==> config.mk <==
export PLATFORM = sky130hd
export DESIGN_NAME = multdiv_seq
export DESIGN_NICKNAME = d
export VERILOG_FILES = /design/src/rtl/multdiv_seq.sv
export SDC_FILE = /design/constraint.sdc
export NUM_CORES = 1
export LEC_CHECK = 0
export ABC_AREA = 1
export BUFFER_PORTS_ARGS = -buffer_cell sky130_fd_sc_hd__buf_2
export CAP_MARGIN = 20
export CORE_MARGIN = 2
export CORE_UTILIZATION = 45
export CTS_BUF_LIST = sky130_fd_sc_hd__clkbuf_4
export DETAILED_ROUTE_END_ITERATION = 7
export GPL_ROUTABILITY_DRIVEN = 0
export PLACE_DENSITY = 0.72
export SYNTH_ARGS = -nofsm -noshare
export SYNTH_HDL_FRONTEND = slang
export SYNTH_SLANG_ARGS = --single-unit
==> constraint.sdc <==
create_clock -name clock -period 3 [get_ports clock]
set_clock_uncertainty 0.1 [all_clocks]
set_input_delay 0.15 -clock clock [delete_from_list [all_inputs] [get_ports clock]]
set_output_delay 0.15 -clock clock [all_outputs]
set_load 0.02 [all_outputs]
==> src/rtl/multdiv_seq.sv <==
`default_nettype none
// +----------------------------------------------------------------------------
// | multdiv_seq : pipeline sequencer for a multi-cycle multiply/divide unit.
// |               Stalls the pipe, pulses the unit, waits for completion or
// |               timeout, then issues one writeback (result or status code).
// | Revision    : 1.0  initial release
// +----------------------------------------------------------------------------
module multdiv_seq #(
  parameter int TIMEOUT = 63
) (
  input  logic       clock,
  input  logic       reset_n,
  input  logic [4:0] opcode,
  input  logic [4:0] aluop,
  input  logic       valid_x,
  input  logic [4:0] rd_x,
  input  logic       flush,
  input  logic       md_rdy,
  input  logic       md_exc,
  output logic       ctrl_mult,
  output logic       ctrl_div,
  output logic       stall,
  output logic       wb_en,
  output logic [4:0] wb_dest,
  output logic       wb_status,
  output logic [2:0] status_val,
  output logic       timeout
);

  localparam logic [5:0] c_tmo_last  = 6'(TIMEOUT - 1);
  localparam logic [4:0] c_rstatus   = 5'd30;
  localparam logic [4:0] c_aluop_mul = 5'd6;
  localparam logic [4:0] c_aluop_div = 5'd7;

  typedef enum logic [1:0] {
    S_IDLE  = 2'd0,
    S_START = 2'd1,
    S_BUSY  = 2'd2,
    S_DONE  = 2'd3
  } state_t;

  state_t     r_state;
  state_t     w_next;
  logic [5:0] r_cnt;
  logic [4:0] r_rd;
  logic       r_mult;
  logic       r_exc;
  logic       r_timeout;
  logic       w_decode;

  // Gated by reset_n so that stall stays low while reset is held.
  assign w_decode = reset_n & valid_x & (opcode == 5'd0) &
                    ((aluop == c_aluop_mul) | (aluop == c_aluop_div)) & ~flush;

  always_ff @(posedge clock or negedge reset_n) begin
    if (!reset_n) begin
      r_state   <= S_IDLE;
      r_cnt     <= 6'd0;
      r_rd      <= 5'd0;
      r_mult    <= 1'b0;
      r_exc     <= 1'b0;
      r_timeout <= 1'b0;
    end else begin
      r_state <= w_next;
      case (r_state)
        S_IDLE: begin
          if (w_decode) begin
            r_rd   <= rd_x;
            r_mult <= (aluop == c_aluop_mul);
          end
        end
        S_START: r_cnt <= 6'd0;
        S_BUSY: begin
          if (!flush) begin
            r_cnt <= r_cnt + 6'd1;
            // A ready response on the last allowed cycle beats the timeout.
            if (md_rdy) begin
              r_exc <= md_exc;
            end else if (r_cnt == c_tmo_last) begin
              r_exc     <= 1'b1;
              r_timeout <= 1'b1;
            end
          end
        end
        default: ;
      endcase
    end
  end

  always_comb begin
    w_next     = r_state;
    ctrl_mult  = 1'b0;
    ctrl_div   = 1'b0;
    stall      = 1'b0;
    wb_en      = 1'b0;
    wb_dest    = 5'd0;
    wb_status  = 1'b0;
    status_val = 3'd0;
    timeout    = r_timeout;
    case (r_state)
      S_IDLE: begin
        if (w_decode) begin
          stall  = 1'b1;
          w_next = S_START;
        end
      end
      S_START: begin
        if (flush) begin
          w_next = S_IDLE;
        end else begin
          ctrl_mult = r_mult;
          ctrl_div  = ~r_mult;
          stall     = 1'b1;
          w_next    = S_BUSY;
        end
      end
      S_BUSY: begin
        if (flush) begin
          w_next = S_IDLE;
        end else begin
          stall = 1'b1;
          if (md_rdy || (r_cnt == c_tmo_last)) begin
            w_next = S_DONE;
          end
        end
      end
      S_DONE: begin
        wb_en      = 1'b1;
        wb_status  = r_exc;
        wb_dest    = r_exc ? c_rstatus : r_rd;
        status_val = r_exc ? (r_mult ? 3'd4 : 3'd5) : 3'd0;
        w_next     = S_IDLE;
      end
      default: w_next = S_IDLE;
    endcase
  end

endmodule
`default_nettype wire

==> flow_metrics.py, run 1 <==
metrics = {
    "sta": {
        "final-setup-viol-count": 0,
        "finalSetupTns_ns": 0,
        "post-route-period-util_pct": 68.6,
        "hold_viol_final": 0,
        "rsz_0062_raised_after_global_routing": "no",
        "maxSlewViolCount": 0,
        "max_freq_mhz": 486,
        "timing.hold.ws_ns": 0.0170,
        "post-route-min-period_ns": 2.06,
    },
    "min_path": {
        "worst_hold_path_type": "input port to flop",
    },
    "layout": {
        "nNetsFinal": 207,
        "final_design_area_no_fill_sq_um": 1310,
        "final_cell_mix": "44 x sky130_fd_sc_hd__nand2_1, 33 x sky130_fd_sc_hd__buf_2, 19 x sky130_fd_sc_hd__inv_1",
        "insertedDiodeCount": 0,
        "num-fill-cells": 222,
        "finish.cell_count_without_fillers": 206,
        "most_frequent_standard_cell_in_the_layout_excluding_fill_and_tap_cells": "sky130_fd_sc_hd__nand2_1",
        "flow.area_growth_from_synthesis_pct": 19.5,
        "area.sequential_sq_um": 400,
        "drive_above_1_share_pct": 30.3,
        "multi_input_area_sq_um": 591,
    },
    "grt": {
        "grt_pass1_vias": 902,
        "antenna_violations_before_repair": 0,
        "grtUsageTotal_pct": 18.2,
        "grt_pass1_wl_um": 3700,
        "maximum_number_of_pins_on_one_net_before_global_route_repair": 19,
        "grt_overflow_total": 0,
    },
    "clock_network": {
        "tritoncts_clock_tree": "done",
        "clkSinkCount": 16,
        "worst_skew_pair_later_pin_latency_ns": 0.28,
        "cts-resized-gates": 0,
        "clockRootBuffer": "sky130_fd_sc_hd__clkbuf_4",
        "clock_tree.htree_level_count": 1,
        "tritoncts.num_buffers": 3,
        "post_cts_buffers": 0,
        "cts.reportedPaths.clkPinSlew_ns": 0.09,
        "cts-hold-fix-buffers": 1,
        "cts.path.max_buffers": 2,
    },
    "die": {
        "fp.coreArea_sq_um": 2250,
        "die_w_um": 53.4,
        "floorplan.die_area_sq_um": 2860,
        "initial_core_util_pct": 48.8,
        "core.rowCount": 17,
        "floorplan.io_pins": 35,
        "fp.dieH_um": 53.4,
    },
    "setup_path": {
        "critical_path.reg2reg.startpoint": "r_state[0]$_DFFE_PN0P_",
        "critical_path_arrival_ns": 1.81,
        "rr_endpoint": "r_cnt[5]$_DFFE_PN0P_",
        "crit_path_end_kind": "primary output",
        "required_ns": 2.75,
        "timing.critical_path.to": "stall",
        "r2r_slack_ns": 1.44,
        "worst_setup_path_startpoint": "reset_n",
        "type_of_the_setup_path_with_the_least_slack": "input port to primary output",
        "worstPathMaxFanout": 18,
        "cp-start-kind": "input port",
        "reg2reg_depth": 10,
    },
    "power_and_ir_drop": {
        "post-layout-total-power_mw": 0.730,
        "lkg_pwr_nw": 0.765,
        "power_density_nw_per_um2": 556,
        "peakVddDrop_uv": 359,
    },
    "synthesis": {
        "synth.mux.area_fraction_pct": 0,
        "synth_area_in_adders_pct": 7.96,
        "ys_warns": 0,
        "synth_cell_type_count": 26,
        "yosys.area.top_type_share_pct": 36.4,
        "dominant_combinational_cell_family_by_area_after_synthesis": "simple AND/OR/NAND/NOR gates",
        "synth_xor_xnor_area_share_pct": 0,
        "post_synth.cell_area_avg_sq_um": 7.69,
        "netlist_top_cells_area": "sky130_fd_sc_hd__dfrtp_1 36%, sky130_fd_sc_hd__nand2_1 15%, sky130_fd_sc_hd__ha_1 8.0%",
        "postSynthRegisterBits": 16,
        "synth_compound_gate_area_share_pct": 6.03,
        "syn-cell-area_sq_um": 1100,
        "syn-num-nets": 171,
        "netlist.top_cell.by_area": "sky130_fd_sc_hd__dfrtp_1",
        "yosysSeqAreaShare_pct": 36.4,
        "simple_logic_cell_fraction_of_the_synthesized_area_pct": 39.4,
        "synthesis.instances": 143,
    },
    "run": {
        "drv_cap": 0,
    },
    "routing": {
        "routed_wl_um": 2240,
        "per_cell_routed_wire_length_um": 10.9,
        "post_drt_via_cell_ratio": 4.81,
        "dr.first_iter.drc_count": 16,
        "remaining_routing_drc_violations": 0,
        "vias": 991,
        "drt_first_pass_iters": 4,
        "drt.antenna.violating_nets": 0,
    },
    "placement": {
        "place.detailed.hpwl_um": 1840,
        "place_inst": 201,
        "dpl_cell_area_sq_um": 1280,
        "portbufs": 33,
    },
    "status": {
        "run_status": "completed",
    },
}
## registers in the layout (all words and copies together), names as in the netlist
register	cells
r_mult	1
r_cnt	6
r_state	2
r_exc	1
timeout	1
r_rd	5
## metrics by stage
| stage | worst slack [ns] | utilization (%) |
|---|---|---|
| floorplan | 1.42 | - |
| global placement | 1.48 | 56.7 |
| detailed placement | 1.44 | 56.7 |
| CTS | 0.902 | 58.3 |
| global route | 0.762 | 58.3 |
| finish | 0.941 | 58.3 |
## worst min path at each step
stage | from | end | slack, ns | cells past startpoint
floorplan | reset_n | r_cnt[0]$_DFFE_PN0P_ | -0.25 | 0
global placement | reset_n | r_cnt[5]$_DFFE_PN0P_ | 0.0006 | 1
detailed placement | reset_n | r_cnt[1]$_DFFE_PN0P_ | 0.006 | 1
CTS | rd_x[2] | r_rd[2]$_DFFE_PN0P_ | 0.01 | 3
global route | rd_x[4] | r_rd[4]$_DFFE_PN0P_ | 0.02 | 3
finish | rd_x[2] | r_rd[2]$_DFFE_PN0P_ | 0.02 | 3
## report_power, final
group	total [mW]	internal, mW	switching (mW)
registers	0.268	0.242	0.0265
logic	0.345	0.116	0.229
clock network	0.117	0.0483	0.0691
## area by class of cell
cell class                      count  share of cell area, %
Multi-Input combinational cell    101                   45.0
Clock buffer                        3                   1.71
Clock inverter                      1                  0.286
Inverter                           23                   6.57
Tap cell                           28                   2.67
Timing Repair Buffer               34                   13.3
Sequential cell                    16                   30.5
## cells by family (layout without fill, tap and decap cells)
group | Yosys count | after routing
AOI/OAI and AO/OA | 11 | 11
DFF | 16 | 16
buffers and inverters | 26 | 61
other | 1 | 1
and+or+nand+nor | 82 | 82
adders and majority gates | 7 | 7
## metal layers
metal	global-route usage (%)	vias up	routed length, um
met1	23.3	431	1090
met3	3.39	4	102
met5	0	-	0
met2	30.5	31	1030
li1	-	525	-
met4	6.41	0	24
## cells in the mapped netlist (all sizes together)
library cell  count
nor3              2
a31oi             1
a21oi             3
or2               1
nand4             8
nor2             12
dfrtp            16
o21ai             5
ha                7
nand2            46
conb              1
buf               3
inv              23
a21o              1
a31o              1
nand3            13
## critical path, cell delays in order
cell                            delay [ns]
sky130_fd_sc_hd__dlygate4sd3_1        0.52
sky130_fd_sc_hd__buf_2                0.36
sky130_fd_sc_hd__nand4_4              0.14
sky130_fd_sc_hd__nor2_4               0.19
sky130_fd_sc_hd__nand3_4              0.14
sky130_fd_sc_hd__a21oi_2              0.13
sky130_fd_sc_hd__buf_2                0.17
Note: power is estimated with default switching activity, not from simulation.
==> run 2: changes to the inputs <==
--- a/config.mk
+++ b/config.mk
@@ -13,7 +13,7 @@
 export CTS_BUF_LIST = sky130_fd_sc_hd__clkbuf_4
 export DETAILED_ROUTE_END_ITERATION = 7
 export GPL_ROUTABILITY_DRIVEN = 0
-export PLACE_DENSITY = 0.72
+export PLACE_DENSITY = 0.75
 export SYNTH_ARGS = -nofsm -noshare
 export SYNTH_HDL_FRONTEND = slang
 export SYNTH_SLANG_ARGS = --single-unit
==> constraint.sdc (replaced) <==
create_clock -name clock -period 1.85 [get_ports clock]
set_clock_uncertainty 0.1 [all_clocks]
set_input_delay 0.0925 -clock clock [delete_from_list [all_inputs] [get_ports clock]]
set_output_delay 0.0925 -clock clock [all_outputs]
set_load 0.02 [all_outputs]
==> flow_metrics.py, run 2 (synthesis gave the netlist of run 1 again) <==
metrics = {
    "power_and_ir_drop": {
        "post-layout-total-power_mw": 1.23,
        "peakVddDrop_uv": 455,
        "power_density_nw_per_um2": 878,
        "lkg_pwr_nw": 0.798,
    },
    "setup_path": {
        "required_ns": 1.66,
        "cp-start-kind": "input port",
        "worstPathMaxFanout": 7,
        "crit_path_end_kind": "primary output",
        "type_of_the_setup_path_with_the_least_slack": "input port to primary output",
        "critical_path_arrival_ns": 1.54,
    },
    "grt": {
        "grt_pass1_vias": 950,
        "grt_pass1_wl_um": 3860,
        "grt_overflow_total": 0,
        "antenna_violations_before_repair": 0,
        "grtUsageTotal_pct": 19.1,
        "maximum_number_of_pins_on_one_net_before_global_route_repair": 15,
    },
    "routing": {
        "routed_wl_um": 2490,
        "dr.first_iter.drc_count": 21,
        "vias": 1074,
        "remaining_routing_drc_violations": 0,
        "post_drt_via_cell_ratio": 5.02,
        "drt.antenna.violating_nets": 0,
        "drt_first_pass_iters": 4,
        "per_cell_routed_wire_length_um": 11.6,
    },
    "sta": {
        "post-route-period-util_pct": 93.8,
        "maxSlewViolCount": 0,
        "hold_viol_final": 0,
        "post-route-min-period_ns": 1.74,
        "post-route-worst-setup-slack_ns": 0.115,
        "rsz_0062_raised_after_global_routing": "no",
        "final-setup-viol-count": 0,
        "max_freq_mhz": 576,
        "finalSetupTns_ns": 0,
        "timing.hold.ws_ns": 0.0267,
    },
    "status": {
        "run_status": "completed",
    },
    "placement": {
        "place_inst": 202,
        "dp_slack_ns": 0.325,
        "dpl_cell_area_sq_um": 1280,
        "portbufs": 33,
        "place.detailed.hpwl_um": 1930,
    },
    "clock_network": {
        "clock_tree.htree_level_count": 1,
        "cts.reportedPaths.clkPinSlew_ns": 0.09,
        "tritoncts_clock_tree": "done",
        "cts.path.max_buffers": 2,
        "tritoncts.num_buffers": 3,
        "worst_skew_pair_later_pin_latency_ns": 0.30,
        "clkSinkCount": 16,
        "clockRootBuffer": "sky130_fd_sc_hd__clkbuf_4",
    },
    "die": {
        "floorplan.die_area_sq_um": 2860,
        "initial_core_util_pct": 48.8,
        "core.rowCount": 17,
        "floorplan.io_pins": 35,
        "die_w_um": 53.4,
        "fp.coreArea_sq_um": 2250,
        "fp.dieH_um": 53.4,
    },
    "layout": {
        "insertedDiodeCount": 0,
        "largest-register": "r_cnt",
        "number_of_flip_flops_in_the_largest_register": 6,
        "fin_util_pct": 62.4,
        "flow.area_growth_from_synthesis_pct": 27.9,
        "most_frequent_standard_cell_in_the_layout_excluding_fill_and_tap_cells": "sky130_fd_sc_hd__nand2_1",
        "nNetsFinal": 215,
        "reg_top3": "r_cnt: 6 flops, r_rd: 5 flops, r_state: 2 flops",
        "final_design_area_no_fill_sq_um": 1410,
        "final_cell_mix": "44 x sky130_fd_sc_hd__nand2_1, 33 x sky130_fd_sc_hd__buf_2, 19 x sky130_fd_sc_hd__inv_1",
        "drive_above_1_share_pct": 30.6,
        "finish.cell_count_without_fillers": 214,
    },
    "run": {
        "drv_cap": 0,
    },
    "min_path": {
        "worst_hold_path_type": "input port to asynchronous set/reset pin",
    },
}
[run 2: cell count changes in the layout (fill, tap and decap cells not counted)]
cell                            delta
sky130_fd_sc_hd__dlygate4sd3_1     +7
sky130_fd_sc_hd__ha_1              -2
sky130_fd_sc_hd__buf_4             +1
sky130_fd_sc_hd__ha_2              +1
sky130_fd_sc_hd__ha_4              +1
[run 2: worst max-delay path: stages]
cell and delay [ns]:
sky130_fd_sc_hd__dlygate4sd3_1 0.52, sky130_fd_sc_hd__buf_2 0.17, sky130_fd_sc_hd__nand4_4 0.12, sky130_fd_sc_hd__nor2_4 0.20
sky130_fd_sc_hd__nand3_4 0.14, sky130_fd_sc_hd__a21oi_2 0.14, sky130_fd_sc_hd__buf_2 0.17
[run 2: area by class of cell]
| class | instances | area [sq um] |
|---|---|---|
| Clock inverter | 1 | 3.75 |
| Sequential cell | 16 | 400 |
| Multi-Input combinational cell | 101 | 606 |
| Clock buffer | 3 | 22.5 |
| Fill cell | 202 | 848 |
| Tap cell | 28 | 35.0 |
| Timing Repair Buffer | 42 | 253 |
| Inverter | 23 | 86.3 |
[run 2: metal layers]
metal / GRT usage, % / vias to the layer above / part of all wire, %
li1: - / 539 / -
met1: 21.5 / 487 / 41
met2: 32.9 / 39 / 51
met3: 3.95 / 9 / 5.6
met4: 11.1 / 0 / 2.7
met5: 0 / - / 0
[run 2: final timing paths]
path,from,end,slack (ns),cells after the start
max,reset_n,stall,0.11,7
min,reset_n,r_state[1]$_DFFE_PN0P_,0.03,2
max reg2reg,r_state[0]$_DFFE_PN0P_,r_cnt[5]$_DFFE_PN0P_,0.27,10
min reg2reg,timeout$_DFFE_PN0P_,timeout$_DFFE_PN0P_,0.37,1
max in group asynchronous,reset_n,r_rd[2]$_DFFE_PN0P_,1.22,3
min in group clock,md_rdy,r_exc$_DFFE_PN0P_,0.05,3
[run 2: timing repair]
item,4_1_cts,5_1_grt
hold buffers,8,0
hold endpoints to repair,23,0
setup endpoints to repair,1,4
setup buffers,0,0
gates resized for setup,1,2
[run 2: power breakdown]
group | total (mW) | internal, mW | switching (mW) | leakage, nW
Combinational | 0.609 | 0.224 | 0.385 | 0.565
Sequential | 0.437 | 0.392 | 0.0456 | 0.217
Clock | 0.189 | 0.0786 | 0.110 | 0.0154
==> run 3: changes to the inputs <==
--- a/config.mk
+++ b/config.mk
@@ -5,7 +5,6 @@
 export SDC_FILE = /design/constraint.sdc
 export NUM_CORES = 1
 export LEC_CHECK = 0
-export ABC_AREA = 1
 export BUFFER_PORTS_ARGS = -buffer_cell sky130_fd_sc_hd__buf_2
 export CAP_MARGIN = 20
 export CORE_MARGIN = 2
@@ -13,7 +12,7 @@
 export CTS_BUF_LIST = sky130_fd_sc_hd__clkbuf_4
 export DETAILED_ROUTE_END_ITERATION = 7
 export GPL_ROUTABILITY_DRIVEN = 0
-export PLACE_DENSITY = 0.75
+export PLACE_DENSITY = 0.77
 export SYNTH_ARGS = -nofsm -noshare
 export SYNTH_HDL_FRONTEND = slang
 export SYNTH_SLANG_ARGS = --single-unit
==> flow_metrics.py, run 3 <==
metrics = {
    "synthesis": {
        "yosysMostFrequentCell": "sky130_fd_sc_hd__dfrtp_1",
        "synth_cell_type_count": 27,
        "async_flop_share_pct": 100,
        "postSynthRegisterBits": 16,
        "synthesis.instances": 91,
        "yosys-top-cells-count": "16 x sky130_fd_sc_hd__dfrtp_1, 10 x sky130_fd_sc_hd__o21ai_0, 7 x sky130_fd_sc_hd__ha_1, 7 x sky130_fd_sc_hd__nand2_1",
        "yosysSeqAreaShare_pct": 42.3,
        "netlist_top_cells_area": "sky130_fd_sc_hd__dfrtp_1 42%, sky130_fd_sc_hd__ha_1 9.3%, sky130_fd_sc_hd__mux2_2 6.0%",
        "ys_warns": 0,
        "yosys.area.top_type_share_pct": 42.3,
        "syn-num-nets": 119,
        "synth-main-ff-cell": "sky130_fd_sc_hd__dfrtp_1",
        "netlist.top_cell.by_area": "sky130_fd_sc_hd__dfrtp_1",
        "synth_edf_count": 0,
        "syn-cell-area_sq_um": 946,
        "post_synth.cell_area_avg_sq_um": 10.4,
    },
    "layout": {
        "largest-register": "r_cnt",
        "insertedDiodeCount": 0,
        "final_design_area_no_fill_sq_um": 1270,
        "most_frequent_standard_cell_in_the_layout_excluding_fill_and_tap_cells": "sky130_fd_sc_hd__buf_2",
        "number_of_flip_flops_in_the_largest_register": 6,
        "drive_above_1_share_pct": 37.5,
        "flow.area_growth_from_synthesis_pct": 33.9,
        "nNetsFinal": 165,
        "final_cell_mix": "33 x sky130_fd_sc_hd__buf_2, 16 x sky130_fd_sc_hd__dfrtp_1, 10 x sky130_fd_sc_hd__o21ai_0",
        "reg_top3": "r_cnt: 6 flops, r_rd: 5 flops, r_state: 2 flops",
    },
    "routing": {
        "drt.antenna.violating_nets": 0,
        "post_drt_via_cell_ratio": 4.97,
        "dr.first_iter.drc_count": 6,
        "routed_wl_um": 2080,
        "drt_first_pass_iters": 4,
        "per_cell_routed_wire_length_um": 12.8,
        "remaining_routing_drc_violations": 0,
        "vias": 810,
    },
    "power_and_ir_drop": {
        "sequentialPowerShare_pct": 38.7,
        "combinationalPowerShare_pct": 44.4,
        "clkPwrFrac_pct": 16.9,
        "lkg_pwr_nw": 0.661,
        "power_density_nw_per_um2": 896,
        "power.switching_fraction_pct": 39.5,
        "p_switching_mw": 0.449,
        "post-layout-total-power_mw": 1.14,
        "peakVddDrop_uv": 691,
        "cellInternalPower_mw": 0.686,
    },
    "setup_path": {
        "r2r_slack_ns": 0.27,
        "type_of_the_setup_path_with_the_least_slack": "input port to primary output",
        "critical_path.n_buffers_inverters": 3,
        "crit_path_top_delay_cell": "sky130_fd_sc_hd__dlygate4sd3_1",
        "crit_path_end_kind": "primary output",
        "worst_path_most_repeated_cell": "sky130_fd_sc_hd__buf_2",
        "cp-start-kind": "input port",
        "crit_path_cell_trace": "dlygate4sd3_1 > buf_2 > and4bb_1 > nand4_4 > a21oi_1 > buf_2",
        "worstPathMaxFanout": 8,
        "critical-path-top-delay-family": "buffers and inverters",
        "required_ns": 1.66,
        "critical_path.max_stage_delay_ns": 0.51,
        "critical_path_arrival_ns": 1.55,
    },
    "clock_network": {
        "clock_tree.htree_level_count": 1,
        "cts.path.max_buffers": 2,
        "tritoncts.num_buffers": 3,
        "clkSinkCount": 16,
        "tritoncts_clock_tree": "done",
        "worst_skew_pair_later_pin_latency_ns": 0.29,
        "clockRootBuffer": "sky130_fd_sc_hd__clkbuf_4",
        "cts.reportedPaths.clkPinSlew_ns": 0.09,
    },
    "sta": {
        "post-route-min-period_ns": 1.75,
        "post-route-period-util_pct": 94.4,
        "hold_viol_final": 0,
        "post-route-worst-setup-slack_ns": 0.103,
        "finalSetupTns_ns": 0,
        "timing.hold.ws_ns": 0.0615,
        "final-setup-viol-count": 0,
        "maxSlewViolCount": 0,
        "rsz_0062_raised_after_global_routing": "no",
        "max_freq_mhz": 573,
    },
    "die": {
        "fp.dieH_um": 49.8,
        "floorplan.io_pins": 35,
        "die_w_um": 49.8,
        "initial_core_util_pct": 47.7,
        "floorplan.die_area_sq_um": 2480,
        "core.rowCount": 16,
        "fp.coreArea_sq_um": 1980,
    },
    "placement": {
        "dpl_cell_area_sq_um": 1140,
        "portbufs": 33,
        "place.detailed.hpwl_um": 1550,
        "dp_slack_ns": 0.282,
    },
    "grt": {
        "maximum_number_of_pins_on_one_net_before_global_route_repair": 17,
        "grt_overflow_total": 0,
        "grt_pass1_vias": 831,
        "antenna_violations_before_repair": 0,
        "grtUsageTotal_pct": 19.4,
        "grt_pass1_wl_um": 3600,
    },
    "run": {
        "drv_cap": 0,
    },
    "status": {
        "run_status": "completed",
    },
    "min_path": {
        "worst_hold_path_type": "input port to flop",
    },
}
==> run 3: path summary, 6_finish.rpt <==
check	depth (start not counted)	to	from
min in group asynchronous	3	r_state[1]$_DFFE_PN0P_	reset_n
min reg2reg	1	timeout$_DFFE_PN0P_	timeout$_DFFE_PN0P_
min	3	timeout$_DFFE_PN0P_	md_rdy
max	6	stall	reset_n
max reg2reg	7	r_cnt[4]$_DFFE_PN0P_	r_state[0]$_DFFE_PN0P_
max in group asynchronous	3	r_cnt[4]$_DFFE_PN0P_	reset_n
==> run 3: area by class of cell <==
type	instances	area, sq um
clock buffers	3	22.5
clock inverters	1	3.75
fillers	158	716
inverters	4	15.0
multi-input cells	69	531
flip-flops and latches	16	400
well taps	27	33.8
repair buffers	43	260
==> run 3: kinds of logic (layout without fill, tap and decap cells) <==
| family | Yosys count | in the layout | share of synthesized area (%) |
|---|---|---|---|
| and+or+nand+nor | 36 | 36 | 25.0 |
| AOI/OAI and AO/OA | 19 | 19 | 12.8 |
| DFF | 16 | 16 | 42.3 |
| adders and majority gates | 7 | 7 | 9.26 |
| muxes | 6 | 6 | 7.01 |
| buffers and inverters | 6 | 51 | 3.17 |
| other | 1 | 1 | 0.396 |
==> run 3: worst reg2reg max path, delay by kind of cell, from the launching register on <==
family,cells,cell delay (ns)
flip-flops,1,0.43
AND/OR/NAND/NOR,3,0.40
buffers and inverters,2,0.28
adder cells (fa/ha/maj),1,0.20
AO/OA/AOI/OAI,1,0.07
==> run 3: per-layer routing <==
metal / track usage, % / routed length (um) / up-vias
met5: 0 / 0 / -
met4: 10.6 / 29 / 0
met3: 3.94 / 68 / 4
met2: 35.1 / 1150 / 17
met1: 20.9 / 830 / 382
li1: - / - / 407
==> run 3: power groups by stage <==
stage                     registers [mW]  clock network [mW]  logic (mW)
after CTS                          0.436               0.199       0.475
after global routing               0.449               0.211       0.562
final                              0.439               0.191       0.504
after floorplan                    0.431                   0       0.330
after detailed placement           0.443                   0       0.458
after global placement             0.440                   0       0.441
==> run 3: per-stage QoR <==
stage                     util (%)  std cells
after floorplan                  -         91
after global placement        57.8        151
after detailed placement      57.8        151
after CTS                     63.1        163
after global routing          63.9        163
final                         63.9        163
==> run 3: timing repair <==
action	4_1_cts	5_1_grt
setup buffers	0	0
gates resized for setup	0	5
hold buffers	8	0
hold endpoints to repair	23	0
endpoints found under the setup margin	0	1
